File: src/rtl/pic_irq_core.sv
// rtl/pic_irq_core.sv - Interrupt core: IMR/IRR/ISR, edge/level detect, nested/rotating priority.
module pic_irq_core #(
  parameter  int N_IRQ = 8,
  localparam int ID_W  = $clog2(N_IRQ)
) (
  input  logic             clk,
  input  logic             rst_n,
  input  logic [N_IRQ-1:0] irq,
  input  logic             ltim,
  input  logic             imr_wr,
  input  logic [N_IRQ-1:0] data,
  input  logic             rotate,
  input  logic             eoi,
  input  logic             inta,
  output logic             int_req,
  output logic [ID_W-1:0]  vec,
  output logic [N_IRQ-1:0] imr,
  output logic [N_IRQ-1:0] irr,
  output logic [N_IRQ-1:0] isr
);

  localparam logic [ID_W-1:0] LP_RESET = ID_W'(N_IRQ - 1);

  logic [N_IRQ-1:0] imr_q, imr_d;
  logic [N_IRQ-1:0] irr_q, irr_d;
  logic [N_IRQ-1:0] isr_q, isr_d;
  logic [N_IRQ-1:0] irq_q, irq_d;
  logic             int_q, int_d;
  logic [ID_W-1:0]  w_q, w_d;
  logic [ID_W-1:0]  vec_q, vec_d;
  logic [ID_W-1:0]  lp_q, lp_d;

  logic [N_IRQ-1:0] edge_det;
  logic [N_IRQ-1:0] cand_v;
  logic [N_IRQ-1:0] grant_mask;
  logic [N_IRQ-1:0] eoi_mask;
  logic [ID_W-1:0]  cand;
  logic [ID_W-1:0]  isr_top;
  logic             qual;
  logic             grant;
  logic             eoi_hit;

  // Scan starts just above the lowest-priority line and wraps.
  function automatic logic [ID_W-1:0] pick(input logic [N_IRQ-1:0] v,
                                           input logic [ID_W-1:0]  lp);
    logic [ID_W-1:0] r;
    logic [ID_W-1:0] sel;
    logic            hit;
    int              idx;
    r   = '0;
    hit = 1'b0;
    for (int k = 0; k < N_IRQ; k++) begin
      idx = int'(lp) + 1 + k;
      if (idx >= N_IRQ) idx = idx - N_IRQ;
      sel = ID_W'(idx);
      if (!hit && v[sel]) begin
        hit = 1'b1;
        r   = sel;
      end
    end
    return r;
  endfunction

  // Rank 0 is the highest priority under the current lowest-priority pointer.
  function automatic int rank(input logic [ID_W-1:0] idx, input logic [ID_W-1:0] lp);
    if (int'(idx) > int'(lp)) return int'(idx) - int'(lp) - 1;
    return int'(idx) + N_IRQ - 1 - int'(lp);
  endfunction

  always_comb begin
    edge_det   = irq & ~irq_q;
    cand_v     = irr_q & ~imr_q;
    cand       = pick(cand_v, lp_q);
    isr_top    = pick(isr_q, lp_q);
    qual       = (|cand_v) && ((isr_q == '0) || (rank(cand, lp_q) < rank(isr_top, lp_q)));
    grant      = inta & int_q;
    grant_mask = grant ? (N_IRQ'(1) << w_q) : '0;
    eoi_hit    = eoi & (|isr_q);
    eoi_mask   = eoi_hit ? (N_IRQ'(1) << isr_top) : '0;

    irq_d = irq;
    irr_d = ltim ? (irq & ~grant_mask) : ((irr_q & ~grant_mask) | edge_det);
    // EOI works on the pre-cycle ISR; a simultaneous grant bit is then OR-ed in.
    isr_d = (isr_q & ~eoi_mask) | grant_mask;
    lp_d  = (eoi_hit && rotate) ? isr_top : lp_q;
    imr_d = imr_wr ? data : imr_q;
    vec_d = grant ? w_q : vec_q;
    // A grant forces one idle cycle so the same line cannot be acknowledged twice.
    int_d = qual & ~grant;
    w_d   = cand;
  end

  always_ff @(posedge clk or negedge rst_n) begin
    if (!rst_n) begin
      imr_q <= '0;
      irr_q <= '0;
      isr_q <= '0;
      irq_q <= '0;
      int_q <= 1'b0;
      w_q   <= '0;
      vec_q <= '0;
      lp_q  <= LP_RESET;
    end else begin
      imr_q <= imr_d;
      irr_q <= irr_d;
      isr_q <= isr_d;
      irq_q <= irq_d;
      int_q <= int_d;
      w_q   <= w_d;
      vec_q <= vec_d;
      lp_q  <= lp_d;
    end
  end

  assign int_req = int_q;
  assign vec     = vec_q;
  assign imr     = imr_q;
  assign irr     = irr_q;
  assign isr     = isr_q;

endmodule

File: config.mk
export PLATFORM = sky130hd
export DESIGN_NAME = pic_irq_core
export DESIGN_NICKNAME = d
export VERILOG_FILES = /design/src/rtl/pic_irq_core.sv
export SDC_FILE = /design/constraint.sdc
export NUM_CORES = 1
export LEC_CHECK = 0
export ABC_AREA = 1
export CAP_MARGIN = 25
export CORE_ASPECT_RATIO = 0.7
export CORE_MARGIN = 4
export CORE_UTILIZATION = 45
export DETAILED_ROUTE_END_ITERATION = 6
export HOLD_SLACK_MARGIN = 0.1
export PLACE_DENSITY = 0.69
export SLEW_MARGIN = 30
export SYNTH_ARGS = -nofsm -noshare
export SYNTH_HDL_FRONTEND = slang
export SYNTH_SLANG_ARGS = --single-unit
File: constraint.sdc
create_clock -name clk -period 6.4 [get_ports clk]
set_input_delay 1.28 -clock clk [delete_from_list [all_inputs] [get_ports clk]]
set_output_delay 1.28 -clock clk [all_outputs]
set_load 0.05 [all_outputs]
### Word level (Yosys, flattened, before mapping)

Cells that the tools add are included.
Widths: inputs -> output; s select.

| word-level totals | value |
|---|---|
| bits in read-only memories | 0 |
| register bits after elaboration | 42 |
| memories kept | 0 |
| latch bits | 0 |
| RAM bits | 0 |
| word-level logic and storage cells | 183 |

| cells by class | value |
|---|---|
| divide/modulo/power cells | 0 |
| reduce and logical (&&, ||, !) cells | 34 |
| $add $sub $neg | 26 |
| shift operators | 2 |
| muxes and demuxes | 79 |
| equal/unequal tests | 0 |
| bitwise logic cells | 15 |
| multiply operators | 0 |
| $lt $le $gt $ge | 19 |

Operators by type and width:

| operator | number |
|---|---|
| $mux 32 | 4 |
| $mux 3 | 24 |
| $bmux 1 s3 | 16 |
| $and 8x8->8 | 5 |
| $ge 5x4->1 const B | 7 |
| $lt 3x4->1 const B | 8 |
| $lt 32x32->1 | 1 |
| $mux 1 | 32 |
| $not 8->8 | 4 |
| $mux 8 | 3 |
| $sub 3x1->3 const B | 8 |
| $add 4x3->5 const B | 4 |
| $logic_and 1x1->1 | 16 |
| $or 8x8->8 | 2 |
| $reduce_or 8->1 | 2 |
| $shl 1x3->8 const A | 2 |
| $logic_not 1->1 | 14 |
| $sub 6x4->7 | 2 |
| $sub 5x1->6 const B | 2 |
| $add 3x4->5 const B | 2 |
| $add 4x2->5 const B | 2 |
| $sub 4x2->5 const B | 2 |
| $logic_not 8->1 | 1 |
| $sub 3x3->4 | 2 |
| other kinds (7) | 10 |

### Logic depth before layout (Yosys ltp)

Gate-level depths: netlist (run 1).

| depth | value |
|---|---|
| depth in word-level cells | 35 |
| depth in mapped cells | 37 |
| mapped depth without buffers | 34 |

### Worst setup path after synthesis (run 1)

No wires, ideal clock.

| timing path | value |
|---|---|
| path type | register -> register |
| from | register lp_q[0] |
| to | register int_q, in the netlist int_req |
| path slack | 1.585 ns |
| path buffers | 3 |
| setup time | 0.072 ns |
| data arrival time | 4.743 ns |
| period minus slack after synthesis | 4.815 ns |
| cell stages (with the launch flop) | 33 |
| path through | dfstp_2 inv_2 buf_2 ha_1 buf_4 inv_4 buf_4 o211ai_1 nand3_1 nand2_2 nor2_8 nand4_4 nor2_4 nand3_2 nand2_1 nand2_1 nand2_1 inv_1 ha_1 fa_1 inv_1 fa_1 inv_1 nand3_1 xnor2_1 nand2_1 nand3_1 ha_1 a21oi_1 nand2_1 nand2_1 a31oi_1 nor2_1 |

| on the way | value |
|---|---|
| cells in the longest elaborated chain, start to end | 35 |
| elaborated cells on any way between the ends | 144 |

RTL lines:

| item | line | RTL |
|---|---|---|
| start: declaration | 31 | `logic [ID_W-1:0] lp_q, lp_d;` |
| start signal: assignment | 111 | `lp_q <= lp_d;` |
| $add 3x1->4 * | 53 | `idx = int'(lp) + 1 + k;` |
| parallel branches: the longest is 25 deep, another holds $add 4x1->5 | -- |  |
| $mux 3 * | 56 | `if (!hit && v[sel]) begin` |
| net isr_top[0] | 38 | `logic [ID_W-1:0] isr_top;` |
| $add 3x4->5 / $sub 3x3->4 (equally long branches) | 67, 66 |  |
| $sub 5x1->6 / $sub 4x2->5 (equally long branches) | 67, 66 |  |
| $sub 6x4->7 / $mux 32 (equally long branches) | 67, 66 |  |
| $mux 32 * | 67 | `return int'(idx) + N_IRQ - 1 - int'(lp);` |
| $lt 32x32->1 * | 75 | `qual = (\|cand_v) && ((isr_q == '0) \|\| (rank(cand, lp_q) < rank(isr_top, lp_q)));` |
| $logic_or 1x1->1 * | 75 |  |
| $logic_and 1x1->1 * | 75 |  |
| $and 1x1->1 * | 89 | `int_d = qual & ~grant;` |
| net int_d | 28 | `logic int_q, int_d;` |
| end signal: assignment | 108 | `int_q <= int_d;` |
| end: declaration | 28 |  |

Mark *: on every way through the listed nets, which the timed path passes. The select of a mux whose other input is x is not followed.
A chain may end at the register's enable or synchronous reset.

### Final worst setup path (run 1)

Same ends and word-level chain as after synthesis.

==> results.cfg, run 1 <==
[place]
dp_cells = 770
placed_area_sq_um = 4610
hpwl_um = 9280
place.gp.congestion = 0.968
numPortBuffers = 50

[synthesis]
syn_area_per_cell_sq_um = 6.61
synth_flop_cell = dfrtp_1
ys_ff_latch = 42
synth_nets = 667
yosysSeqAreaShare_pct = 26.1
async_flop_share_pct = 100
ys.warnings.count = 0
synth_edf_count = 0
syn_inst = 611
synth_cell_types = 41
netlist_area_sq_um = 4040

[floorplanning]
core_sq_um = 8580
num_rows = 28
pin_count = 51
start_util_pct = 47.0
chipHeight_um = 87.2
die_w_um = 121
dieArea_sq_um = 10600

[worst_setup_path]
crit_start = lp_q[0]$_DFFE_PN1P_
crit_path_frequent_cell = nand2_1
worstPathRequired_ns = 6.61
cp_max_fo = 17
r2r-start = lp_q[0]$_DFFE_PN1P_
crit_type = flop to flop
cp.arrival_ns = 6.00
worstSetupEndpointType = flop
critical_path.max_stage_delay_ns = 0.72
cp_slowest_cell = ha_1
cp-start-kind = flop

[timing]
hold_viol = 0
setup_tns_ns = 0
worst_slew_pin_slew_ns = 0.618
skew_ns = 0.00506
setup_viol = 0
finalCritPeriodShare_pct = 90.4
maxSlewViolCount = 0
period_minus_slack_ns = 5.78
max_freq_ghz = 0.173
rsz0062_at_grt = no
relSlewSlack_pct = 58.8

[grt]
grt_antenna_before_repair = 1
grt_pass1_wl_um = 19900
grt_util_all_layers_pct = 23.7
grt-ovfl-total = 0
grt_max_degree = 43
grt_pass1_vias = 4003

[cts]
htreeDepth = 2
cts_buffers = 5
cts.path.max_buffers = 2
cts_resized = 0
insertion_delay_ns = 0.29
postCtsSetupRepairBufs = 0
cts.clk_slew.worst_paths_ns = 0.06
cts_root_buffer = clkbuf_16
cts.sink_count = 42
cts_tree = yes
postCtsHoldBufs = 0

[route]
vias = 4135
detail_route.iter0.violations = 380
wl_um = 11800
wl_per_cell_um = 15.1
viasPerCell = 5.31
ant_nets = 0
first_pass_iters = 5
post-route-drc-count = 0

[job]
drv_cap = 0

[finish]
final_common_cell = nand2_1
fill_cells = 826
syn_to_final_growth_pct = 18.3
finalNetCount = 713
final_cell_mix = nand2_1, inv_1, nand3_1
drive_above_1_share_pct = 6.99
finalNonFillerCells = 778
fin_area_sq_um = 4770
post-route-util_pct = 55.6
diodes = 0

[hold_path]
hold_start = vec[2]$_DFFE_PN0P_
worstHoldPathType = flop to flop

[status]
status = complete, no violations
layer usage:
metal / wire length (um) / global-route usage, % / vias to the layer above
li1: - / - / 2079
met1: 6120 / 36.9 / 1889
met2: 4700 / 34.8 / 155
met3: 863 / 3.70 / 10
met4: 58 / 4.07 / 2
met5: 13 / 0 / -
registers in the layout, indices dropped and copies added, names as in the netlist:
register	flops
isr	8
w_q	3
vec	3
int_req	1
irr	8
imr	8
irq_q	8
lp_q	3
cell usage after synthesis, types with 5 or more instances:
master | count | share of area (%)
a21oi_1 | 16 | 2.0
dfrtp_1 | 39 | 24
fa_1 | 6 | 3.0
ha_1 | 27 | 8.4
inv_1 | 87 | 8.1
nand2_1 | 174 | 16
nand2_2 | 12 | 1.9
nand3_1 | 81 | 10
nand4_1 | 5 | 0.77
nor2_1 | 35 | 3.3
o21ai_0 | 46 | 5.7
o21ai_1 | 13 | 1.6
o31ai_1 | 7 | 1.3
worst paths after layout:
path | endpoint | slack, ns | cells past startpoint
max | int_req$_DFF_PN0_ | 0.62 | 30
min | vec[2]$_DFFE_PN0P_ | 0.49 | 2
max reg2reg | int_req$_DFF_PN0_ | 0.62 | 30
min reg2reg | vec[2]$_DFFE_PN0P_ | 0.49 | 2
max in group asynchronous | lp_q[1]$_DFFE_PN1P_ | 5.03 | 1
min in group asynchronous | irq_q[4]$_DFF_PN0_ | 0.98 | 1
logic make-up (layout without fill, tap and decap cells):
group | Yosys count | count (layout) | synth area share (%)
AO/OA/AOI/OAI | 98 | 98 | 13.5
XOR/XNOR | 5 | 5 | 1.09
adder cells (fa/ha/maj) | 33 | 33 | 11.3
buffers and inverters | 104 | 151 | 10.8
flip-flops | 42 | 42 | 26.1
AND/OR/NAND/NOR | 329 | 329 | 37.1
critical path, delay by kind of cell, from the launching register on:
kind | cells | cell delay [ns]
flip-flops | 1 | 0.53
buffers and inverters | 5 | 0.64
adder cells (fa/ha/maj) | 5 | 2.06
AND/OR/NAND/NOR | 15 | 1.75
AO/OA/AOI/OAI | 4 | 0.58
XOR/XNOR | 1 | 0.13
metrics by stage:
| step | hold WS [ns] | worst slack, ns |
|---|---|---|
| after CTS | 0.496 | 0.709 |
| after detailed placement | 0.475 | 0.707 |
| after global placement | 0.468 | 0.915 |
| after floorplan | 0.501 | 1.59 |
| after global routing | 0.524 | 0.0924 |
| final | 0.489 | 0.616 |
area by class of cell:
type	instances	area [sq um]	share of cell area [%]
Tap cell	120	150	3.14
Clock inverter	2	37.5	0.786
Inverter	91	344	7.21
Sequential cell	42	1050	22.1
Timing Repair Buffer	52	513	10.7
Clock buffer	6	129	2.70
Multi-Input combinational cell	465	2550	53.3
Power of run 1 is not shown: default switching activity piles up to over one toggle a cycle in this logic, so the estimate is an artifact.
==> run 2: changes to the inputs <==
--- a/config.mk
+++ b/config.mk
@@ -7,12 +7,14 @@
 export LEC_CHECK = 0
 export ABC_AREA = 1
 export CAP_MARGIN = 25
+export CELL_PAD_IN_SITES_DETAIL_PLACEMENT = 0
+export CELL_PAD_IN_SITES_GLOBAL_PLACEMENT = 1
 export CORE_ASPECT_RATIO = 0.7
 export CORE_MARGIN = 4
-export CORE_UTILIZATION = 45
+export CORE_UTILIZATION = 43
 export DETAILED_ROUTE_END_ITERATION = 6
 export HOLD_SLACK_MARGIN = 0.1
-export PLACE_DENSITY = 0.69
+export PLACE_DENSITY = 0.88
 export SLEW_MARGIN = 30
 export SYNTH_ARGS = -nofsm -noshare
 export SYNTH_HDL_FRONTEND = slang
==> constraint.sdc (replaced) <==
create_clock -name clk -period 6.8 [get_ports clk]
set_input_delay 1.36 -clock clk [delete_from_list [all_inputs] [get_ports clk]]
set_output_delay 1.36 -clock clk [all_outputs]
set_load 0.05 [all_outputs]
==> run 2 against run 1 <==
Cell count increased by 0.39%. Clock-buffer cell count down 1. Worst setup slack improved by 0.39 ns. Sequential cell count did not move. Via count shrank 0.60%. Core utilization fell by 3.4 points. Register-to-register slack gained 0.39 ns. Die area up 4.3%. Worst hold slack better by 0.0066 ns. Design area down 0.47%. Critical path type unchanged.
==> results.cfg, run 2 (synthesis gave the netlist of run 1 again) <==
[worst_setup_path]
worstSetupEndpointType = flop
crit_path_frequent_cell = nand2_1
cp.arrival_ns = 6.00
critical_path.max_stage_delay_ns = 0.73
cp_max_fo = 17
cp_slowest_cell = ha_1
worstPathRequired_ns = 7.01
cp-start-kind = flop
crit_type = flop to flop

[floorplanning]
core_sq_um = 9110
die_w_um = 124
pin_count = 51
dieArea_sq_um = 11000
chipHeight_um = 89.1
start_util_pct = 44.3
num_rows = 29

[finish]
syn_to_final_growth_pct = 17.7
final_cell_mix = nand2_1, inv_1, nand3_1
diodes = 0
drive_above_1_share_pct = 7.00
fill_cells = 916
finalNetCount = 712
final_common_cell = nand2_1

[timing]
finalCritPeriodShare_pct = 85.2
maxSlewViolCount = 0
setup_tns_ns = 0
hold_viol = 0
setup_viol = 0
skew_ns = 0.00576
period_minus_slack_ns = 5.79
rsz0062_at_grt = no
worst_slew_pin_slew_ns = 0.624
max_freq_ghz = 0.173
relSlewSlack_pct = 58.4

[cts]
postCtsHoldBufs = 0
insertion_delay_ns = 0.28
cts_tree = yes
cts_root_buffer = clkbuf_16
cts_resized = 0
cts.path.max_buffers = 2
htreeDepth = 2
cts.clk_slew.worst_paths_ns = 0.07
cts_buffers = 5
cts.sink_count = 42
postCtsSetupRepairBufs = 0

[route]
first_pass_iters = 5
detail_route.iter0.violations = 398
wl_um = 12000
vias = 4110
ant_nets = 0
post-route-drc-count = 0
viasPerCell = 5.26
wl_per_cell_um = 15.3

[place]
place.gp.congestion = 0.958
hpwl_um = 9430
numPortBuffers = 50

[grt]
grt_util_all_layers_pct = 22.8
grt_antenna_before_repair = 0
grt_pass1_vias = 3865
grt-ovfl-total = 0
grt_pass1_wl_um = 19700
grt_max_degree = 43

[job]
drv_cap = 0

[hold_path]
worstHoldPathType = flop to flop

[status]
status = complete, no violations
[run 2: final cells by class]
class                   instances  area [sq um]  area share (%)
clock inverters                 3          21.3           0.448
well taps                     124           155            3.26
repair buffers                 51           505            10.6
flip-flops and latches         42          1050            22.2
multi-input cells             465          2550            53.6
inverters                      91           344            7.24
clock buffers                   5           125            2.63
[run 2: per-stage QoR]
stage               setup WS (ns)  cell area (sq um)  instances  util, %  hold WS (ns)
finish                       1.01               4750        781     52.2         0.496
detailed placement           1.04               4600        773     50.5         0.479
floorplan                    1.99               4040        611        -         0.501
global route                0.581               4750        781     52.2         0.540
global placement             1.23               4600        773     50.5         0.467
CTS                          1.03               4750        781     52.2         0.506
[run 2: critical path: cells and delay by family, from the launching register on]
| family | cells | cell delay, ns |
|---|---|---|
| xor+xnor | 1 | 0.13 |
| flops | 1 | 0.54 |
| buf+inv | 6 | 0.78 |
| simple gates | 17 | 1.82 |
| fa+ha+maj | 5 | 2.11 |
| compound gates | 3 | 0.35 |
[run 2: worst paths after layout]
path | from | end | slack [ns] | depth (start not counted)
max | lp_q[0]$_DFFE_PN1P_ | int_req$_DFF_PN0_ | 1.01 | 32
min | vec[1]$_DFFE_PN0P_ | vec[1]$_DFFE_PN0P_ | 0.50 | 2
max reg2reg | lp_q[0]$_DFFE_PN1P_ | int_req$_DFF_PN0_ | 1.01 | 32
min reg2reg | vec[1]$_DFFE_PN0P_ | vec[1]$_DFFE_PN0P_ | 0.50 | 2
max in group asynchronous | rst_n | lp_q[0]$_DFFE_PN1P_ | 5.36 | 1
min in group asynchronous | rst_n | irq_q[5]$_DFF_PN0_ | 1.06 | 1
[run 2: layer usage]
| metal | global-route usage (%) | wire (um) | vias to the layer above |
|---|---|---|---|
| met1 | 35.4 | 6150 | 1885 |
| met3 | 3.92 | 815 | 8 |
| met4 | 4.12 | 89 | 0 |
| met2 | 33.2 | 4910 | 135 |
| met5 | 0 | 0 | - |
| li1 | - | - | 2082 |
Power of run 2 is left out for the same reason.
==> run 3: changes to the inputs <==
--- a/config.mk
+++ b/config.mk
@@ -11,10 +11,11 @@
 export CELL_PAD_IN_SITES_GLOBAL_PLACEMENT = 1
 export CORE_ASPECT_RATIO = 0.7
 export CORE_MARGIN = 4
-export CORE_UTILIZATION = 43
+export CORE_UTILIZATION = 45
 export DETAILED_ROUTE_END_ITERATION = 6
+export DONT_BUFFER_PORTS = 1
 export HOLD_SLACK_MARGIN = 0.1
-export PLACE_DENSITY = 0.88
+export PLACE_DENSITY = 0.81
 export SLEW_MARGIN = 30
 export SYNTH_ARGS = -nofsm -noshare
 export SYNTH_HDL_FRONTEND = slang
==> run 3 against run 2 <==
Via count decreased by 4.7%. Critical path depth fell by 2. Maximum frequency shrank 1.1%. Wire length down 3.1%. Critical endpoint unchanged. Register-to-register slack lost 0.06 ns. Sequential share of layout area is 2.6 points higher. Critical path type unchanged. Non-clock buffer count down 50. Cell count down 6.9%.
==> results.cfg, run 3 (synthesis gave the netlist of run 1 again) <==
[status]
status = complete, no violations

[cts]
cts_tree = yes
postCtsHoldBufs = 0
cts.clk_slew.worst_paths_ns = 0.07
cts_buffers = 5
htreeDepth = 2
cts.path.max_buffers = 2
postCtsSetupRepairBufs = 0
insertion_delay_ns = 0.29
cts_root_buffer = clkbuf_16
cts.sink_count = 42
cts_resized = 0

[finish]
final_common_cell = nand2_1
finalNonFillerCells = 727
fill_cells = 871
final_cell_mix = nand2_1, inv_1, nand3_1
drive_above_1_share_pct = 7.41
finalNetCount = 662
regArea_sq_um = 1050
multiInputGateArea_sq_um = 2550
syn_to_final_growth_pct = 5.27
diodes = 0

[timing]
finalWorstSetupSlack_ns = 0.945
setup_tns_ns = 0
max_freq_ghz = 0.171
worst_slew_pin_slew_ns = 0.694
relSlewSlack_pct = 53.7
hold_viol = 0
period_minus_slack_ns = 5.85
finalCritPeriodShare_pct = 86.1
hold_slack_ns = 0.527
rsz0062_at_grt = no
setup_viol = 0
maxSlewViolCount = 0
skew_ns = 0.00659

[worst_setup_path]
r2r_end = int_req$_DFF_PN0_
cp_slowest_cell = ha_1
worstSetupEndpointType = flop
worstPathRequired_ns = 7.02
r2r-start = lp_q[0]$_DFFE_PN1P_
crit_path_frequent_cell = nand2_1
regToRegSetupSlack_ns = 0.95
cp.arrival_ns = 6.08
crit_type = flop to flop
cp-start-kind = flop
r2r_cells = 30
cp_max_fo = 17
critical_path.max_stage_delay_ns = 0.73

[job]
drv_cap = 0

[route]
wl_per_cell_um = 15.9
first_pass_iters = 5
post-route-drc-count = 0
ant_nets = 0
detail_route.iter0.violations = 241
viasPerCell = 5.39
wl_um = 11600
vias = 3918

[floorplanning]
die_w_um = 121
start_util_pct = 47.0
num_rows = 28
chipHeight_um = 87.2
pin_count = 51
core_sq_um = 8580
dieArea_sq_um = 10600

[hold_path]
worstHoldPathType = flop to flop
hold_start = irq_q[1]$_DFF_PN0_
hold_end = irr[1]$_DFF_PN0_
whs_path_depth = 3

[place]
numPortBuffers = 0
place.gp.congestion = 0.913
dp_slack_ns = 1.04
dp_cells = 719
hpwl_um = 9200

[grt]
grt_antenna_before_repair = 0
grt_util_all_layers_pct = 23.1
grt_pass1_vias = 3615
grt_max_degree = 43
grt_pass1_wl_um = 19200
grt-ovfl-total = 0
run 3: per-layer routing:
metal	vias to the layer above	global-route usage, %	share of wire [%]
met5	-	0	0
met4	0	3.26	0.55
met3	7	4.29	6.1
met2	108	34.7	42
met1	1815	35.4	51
li1	1988	-	-
run 3: area by class of cell:
type / instances / area share [%]
multi-input cells: 465 / 59.9
flip-flops and latches: 42 / 24.8
inverters: 91 / 8.10
well taps: 120 / 3.53
clock buffers: 5 / 2.94
clock inverters: 3 / 0.501
repair buffers: 1 / 0.177
run 3: worst max-delay path: cells and delay by family (launching register included):
kind	cells	cell delay, ns
adder cells (fa/ha/maj)	5	2.06
flip-flops	1	0.53
AND/OR/NAND/NOR	14	1.45
XOR/XNOR	1	0.13
buffers and inverters	6	0.75
AO/OA/AOI/OAI	4	0.84
run 3: how the worst max path moves through the flow:
stage                        start                end  slack, ns
2_1_floorplan  lp_q[0]$_DFFE_PN1P_  int_req$_DFF_PN0_       1.99
3_3_place_gp   lp_q[0]$_DFFE_PN1P_  int_req$_DFF_PN0_       1.09
3_5_place_dp   lp_q[0]$_DFFE_PN1P_  int_req$_DFF_PN0_       1.04
4_1_cts        lp_q[0]$_DFFE_PN1P_  int_req$_DFF_PN0_       1.01
5_1_grt        lp_q[0]$_DFFE_PN1P_  int_req$_DFF_PN0_       0.41
6_report       lp_q[0]$_DFFE_PN1P_  int_req$_DFF_PN0_       0.95
run 3: through the flow:
stage / util, % / area, sq um
after floorplan: - / 4040
after global placement: 47.8 / 4100
after detailed placement: 47.8 / 4100
after CTS: 49.5 / 4250
after global routing: 49.5 / 4250
final: 49.5 / 4250
Power of run 3 is left out for the same reason.
